File: config.mk
export PLATFORM = sky130hd
export DESIGN_NAME = free_list_flat
export DESIGN_NICKNAME = d
export VERILOG_FILES = /design/src/rtl/free_list_pkg.sv /design/src/rtl/free_list_if.sv /design/src/rtl/free_list.sv /design/src/flat_wrapper.sv
export SDC_FILE = /design/constraint.sdc
export NUM_CORES = 1
export LEC_CHECK = 0
export BUFFER_PORTS_ARGS = -buffer_cell sky130_fd_sc_hd__buf_2
export CORE_AREA = 5 5 144 173
export CTS_CLUSTER_SIZE = 8
export DETAILED_ROUTE_END_ITERATION = 12
export DIE_AREA = 0 0 149 178
export GPL_TIMING_DRIVEN = 0
export PLACE_DENSITY = 0.71
export SLEW_MARGIN = 25
export SYNTH_ARGS = -nofsm -noshare
export SYNTH_HDL_FRONTEND = slang
export SYNTH_SLANG_ARGS = --single-unit
File: constraint.sdc
create_clock -name clock -period 5.5 [get_ports clock]
set_clock_uncertainty 0.15 [all_clocks]
set_input_delay 0 -clock clock [delete_from_list [all_inputs] [get_ports clock]]
set_output_delay 0 -clock clock [all_outputs]
set_load 0.02 [all_outputs]
File: src/rtl/free_list_pkg.sv
// free_list_pkg: sizes and tag/pointer types for the physical-register free list
package free_list_pkg;
    localparam int NUM_PR = 64;
    localparam int NUM_LR = 32;
    localparam int FL_SIZE = NUM_PR - NUM_LR;
    localparam int TAG_W = $clog2(NUM_PR);
    localparam int IDX_W = $clog2(FL_SIZE);
    localparam int PTR_W = IDX_W + 1;
    typedef logic [TAG_W-1:0] tag_t;
    typedef logic [PTR_W-1:0] ptr_t;
endpackage

File: src/rtl/free_list_if.sv
// free_list_if: rename-side bundle between the map table (master) and the free list (slave)
interface free_list_if;
    logic                 en;
    logic                 dispatch_en;
    logic                 retire_en;
    free_list_pkg::tag_t  T_old_in;
    logic                 rollback_en;
    free_list_pkg::tag_t  T_out;
    logic                 free_valid;
    free_list_pkg::ptr_t  free_count;
    modport master (
        output en, dispatch_en, retire_en, T_old_in, rollback_en,
        input  T_out, free_valid, free_count
    );
    modport slave (
        input  en, dispatch_en, retire_en, T_old_in, rollback_en,
        output T_out, free_valid, free_count
    );
endinterface

File: src/rtl/free_list.sv
// free_list: circular FIFO of free physical tags with single-cycle rollback to the committed head
module free_list
    import free_list_pkg::*;
(
    input logic        clock,
    input logic        reset,
    free_list_if.slave fl
);
    tag_t entry_q [FL_SIZE];
    tag_t entry_d [FL_SIZE];
    ptr_t head_q, head_d, tail_q, tail_d, c_head_q, c_head_d;
    ptr_t count;
    logic push, pop;
    always_comb begin
        count = tail_q - head_q;
        push = fl.en && fl.retire_en;
        pop = fl.en && fl.dispatch_en && !fl.rollback_en && count != '0;
        entry_d = entry_q;
        if (push) entry_d[tail_q[IDX_W-1:0]] = fl.T_old_in;
        tail_d = push ? tail_q + ptr_t'(1) : tail_q;
        c_head_d = push ? c_head_q + ptr_t'(1) : c_head_q;
        // a rollback discards every speculative pop, including one requested this cycle
        head_d = (fl.en && fl.rollback_en) ? c_head_q + ptr_t'(fl.retire_en) : head_q + ptr_t'(pop);
    end
    assign fl.T_out = entry_q[head_q[IDX_W-1:0]];
    assign fl.free_valid = count != '0;
    assign fl.free_count = count;
    always_ff @(posedge clock or posedge reset) begin
        if (reset) begin
            for (int i = 0; i < FL_SIZE; i++) entry_q[i] <= tag_t'(NUM_LR + i);
            head_q <= '0;
            c_head_q <= '0;
            tail_q <= ptr_t'(FL_SIZE);
        end else begin
            entry_q <= entry_d;
            head_q <= head_d;
            tail_q <= tail_d;
            c_head_q <= c_head_d;
        end
    end
    // a full list can only accept a freed tag if a tag leaves in the same cycle
    a_no_overflow: assert property (@(posedge clock) disable iff (reset)
        !(push && !pop && count == ptr_t'(FL_SIZE)));
endmodule

File: src/flat_wrapper.sv
// flat-port wrapper written by rule: the top's interface ports become plain ports
module free_list_flat import free_list_pkg::*;
  (clock, reset, fl_en, fl_dispatch_en, fl_retire_en, fl_T_old_in, fl_rollback_en, fl_T_out, fl_free_valid, fl_free_count);
  free_list_if fl_i ();
  input logic clock;
  input logic reset;
  input wire logic [$bits(fl_i.en)-1:0] fl_en;
  input wire logic [$bits(fl_i.dispatch_en)-1:0] fl_dispatch_en;
  input wire logic [$bits(fl_i.retire_en)-1:0] fl_retire_en;
  input wire logic [$bits(fl_i.T_old_in)-1:0] fl_T_old_in;
  input wire logic [$bits(fl_i.rollback_en)-1:0] fl_rollback_en;
  output wire logic [$bits(fl_i.T_out)-1:0] fl_T_out;
  output wire logic [$bits(fl_i.free_valid)-1:0] fl_free_valid;
  output wire logic [$bits(fl_i.free_count)-1:0] fl_free_count;
  assign fl_i.en = fl_en;
  assign fl_i.dispatch_en = fl_dispatch_en;
  assign fl_i.retire_en = fl_retire_en;
  assign fl_i.T_old_in = fl_T_old_in;
  assign fl_i.rollback_en = fl_rollback_en;
  assign fl_T_out = fl_i.T_out;
  assign fl_free_valid = fl_i.free_valid;
  assign fl_free_count = fl_i.free_count;
  free_list u_core (.clock(clock), .reset(reset), .fl(fl_i));
endmodule
==> metrics.csv <==
metric,value,unit
setup_violations,0,
pwr-share-comb,36.1,%
synth_ff_type,dfstp_2,
power_leakage,0.00523,uW
drc,0,
antenna_found_initial,0,
antennaDiodeCount,0,
die_area,26500,um^2
cts_tree,yes,
synth-seq-area-share,52.9,%
synth_edf_count,0,
cap_violations,0,
portBuffers,24,
clk_root_buffer_cell,clkbuf_16,
cp.required,5770,ps
switching_share,33.8,%
ys_seq_elements,210,
design_area,11900,um^2
final_core_util,51.5,%
crit_path_start,u_core.tail_q[0],
crit_type,register to register,
p_int,4270,uW
vias,6309,
overflow,0,
via_per_inst,5.48,
cp-start-kind,register,
cts.repair.resized,0,
status,completed,
antenna_left,0,
final.setup.tns,0,ps
crit_path_cell_trace,"inv_1, ha_1, inv_1, fa_1, a21o_1, a21oi_1, xnor2_1, nor2_1, a311oi_1, ha_1, mux2_2, dlygate4sd3_1",
synthArstFlopShare,100,%
netlist_area,10200,um^2
maxSlewHeadroom,47.1,%
power_frac_clock,25.9,%
hpwl,16.9,mm
netlist.area_leader.share,29.1,%
clock_latency,540,ps
p_total,6440,uW
grt_max_degree,33,
period_share,63.3,%
cts.sink_count,210,
power.density,542,nW/um^2
tightest_slew,787,ps
coreArea,23000,um^2
placed_area,10900,um^2
synth_warnings,0,
grt_pass1_vias,6736,
hold_violations,0,
min_from,fl_dispatch_en,
die_x,149,um
r2r-start,u_core.tail_q[0],
syn_to_final_growth,16.3,%
htree_levels,1,
cts_max_path_buffers,3,
cts_buffers,30,
num_rows,61,
synth_cells,738,
place_inst,1084,
drive_gt1_share,47.8,%
rsz0062_at_grt,no,
grt_pass1_wl,38.5,mm
nets,841,
track_usage,18.6,%
yosysTopAreaCell,dfstp_2,
ios,25,
clk_pin_slew,60,ps
die-height,178,um
cpPeakStageDelay,550,ps
worstPathMaxFanout,4,
arrival,3750,ps
period_needed,3480,ps
wl_per_cell,20.7,um
wirelength,23.8,mm
ir_drop,241,uV
maxSlewViolCount,0,
gp_congestion,0.818,
fin_cells,1152,
syn_avg_cell_area,13.8,um^2
syn_nets,765,
cp-end-kind,register,
drt-pass1-iter-count,5,
p_seq_share,38.0,%
ys_types,39,
worstHoldPathType,primary input to register,
start_util,44.3,%
cpMaxStageDelayCell,dlygate4sd3_1,
drt-initial-drc-count,271,
max_freq,287,MHz
p_sw,2170,uW
synth_area_leaders,"dfstp_2 (29%), dfrtp_1 (24%), mux2_2 (21%), mux2i_1 (4.7%), mux4_2 (3.1%)",
==> state kept, by name, summed over array words and instances, names as in the netlist <==
name,cells
u_core.entry_q,192
u_core.c_head_q,6
u_core.head_q,6
u_core.tail_q,6
==> cell type report <==
cell class / count / area [um^2]
Inverter: 10 / 41.3
Timing Repair Buffer: 44 / 405
Fill cell: 2013 / 11200
Tap cell: 315 / 394
Clock buffer: 53 / 837
Buffer: 41 / 231
Multi-Input combinational cell: 477 / 4540
Sequential cell: 210 / 5400
Clock inverter: 2 / 25.0
==> stage by stage <==
step | setup slack, ps | hold slack (ps)
floorplan | 2440 | 1.70
global route | 1830 | 103
detailed placement | 2300 | -79.8
CTS | 2020 | 38.5
finish | 2020 | 51.6
global placement | 1410 | 196
==> per-layer routing <==
metal  up-vias  wire length, um  global-route usage (%)
met2       124            12100                    32.5
li1       2846                -                       -
met1      3298            10100                    24.4
met4         0              603                    5.38
met5         -                0                       0
met3        41              930                    2.24
==> repair_timing <==
| item | 4_1_cts | 5_1_grt |
|---|---|---|
| setup buffers | 0 | 0 |
| endpoints found under the hold margin | 179 | 0 |
| hold buffers | 13 | 0 |
==> synthesized netlist by cell type (12+ instances only) <==
cell type / instances
dfrtp_1: 97
dfstp_2: 113
ha_1: 14
nor2_1: 26
nand2_1: 45
clkbuf_1: 25
mux2_2: 189
xnor2_1: 12
mux2i_1: 48
a22oi_1: 12
mux4_2: 14
nand3_1: 26
a21oi_1: 18
==> path summary, 6_finish.rpt <==
kind	end	slack (ps)	cells after the start
setup / recovery	u_core.head_q[0]	2020	12
hold / removal	u_core.head_q[3]	50	7
setup reg to reg	u_core.head_q[0]	2020	12
hold reg to reg	u_core.entry_q[114]	330	1
max in group asynchronous	u_core.entry_q[137]	3880	6
min in group asynchronous	u_core.c_head_q[3]	480	4
==> kinds of logic (layout without fill, tap and decap cells) <==
kind of cell | after synthesis | after routing | synth area share, %
AND/OR/NAND/NOR | 124 | 124 | 5.57
AO/OA/AOI/OAI | 50 | 50 | 3.32
buffers and inverters | 51 | 150 | 2.64
flip-flops | 210 | 210 | 52.9
multiplexers | 267 | 267 | 31.9
XOR/XNOR | 21 | 21 | 1.80
adder cells (fa/ha/maj) | 15 | 15 | 1.91
==> critical path: cells and delay by family, from the launching register on <==
family	cells	cell delay, ps
flip-flops	1	410
XOR/XNOR	1	160
multiplexers	1	260
buffers and inverters	3	770
adder cells (fa/ha/maj)	3	860
AO/OA/AOI/OAI	3	650
AND/OR/NAND/NOR	1	90
==> layout by cell type, fill, tap and decap left out, types with 3 or more instances in the layout <==
cell and n:
nand3_1 26, buf_4 4, nor2_2 4, buf_6 4
nor3b_1 3, nand4_1 4, dlygate4sd3_1 13, a22o_1 6
inv_1 9, mux2_2 189, mux2_1 6, dfrtp_1 97
xor2_1 9, nand3b_1 3, ha_1 14, mux4_1 10
buf_2 30, buf_12 6, and3_1 5, a21oi_1 18
a221oi_1 6, a22oi_1 12, nor3_1 4, mux4_2 14
xnor2_1 12, dfstp_2 113, o21ai_0 4, clkbuf_16 30
mux2i_1 48, nor2_1 26, clkbuf_1 48, nand2_1 45
==> power groups by stage <==
stage                     sequential (uW)  clock (uW)  combinational (uW)
after floorplan                      2380           0                1740
after global placement               2440           0                2260
after detailed placement             2460           0                2320
after CTS                            2440        1700                2350
after global routing                 2500        1780                2520
final                                2440        1670                2330
No activity file was read; power rests on OpenSTA's default activity.
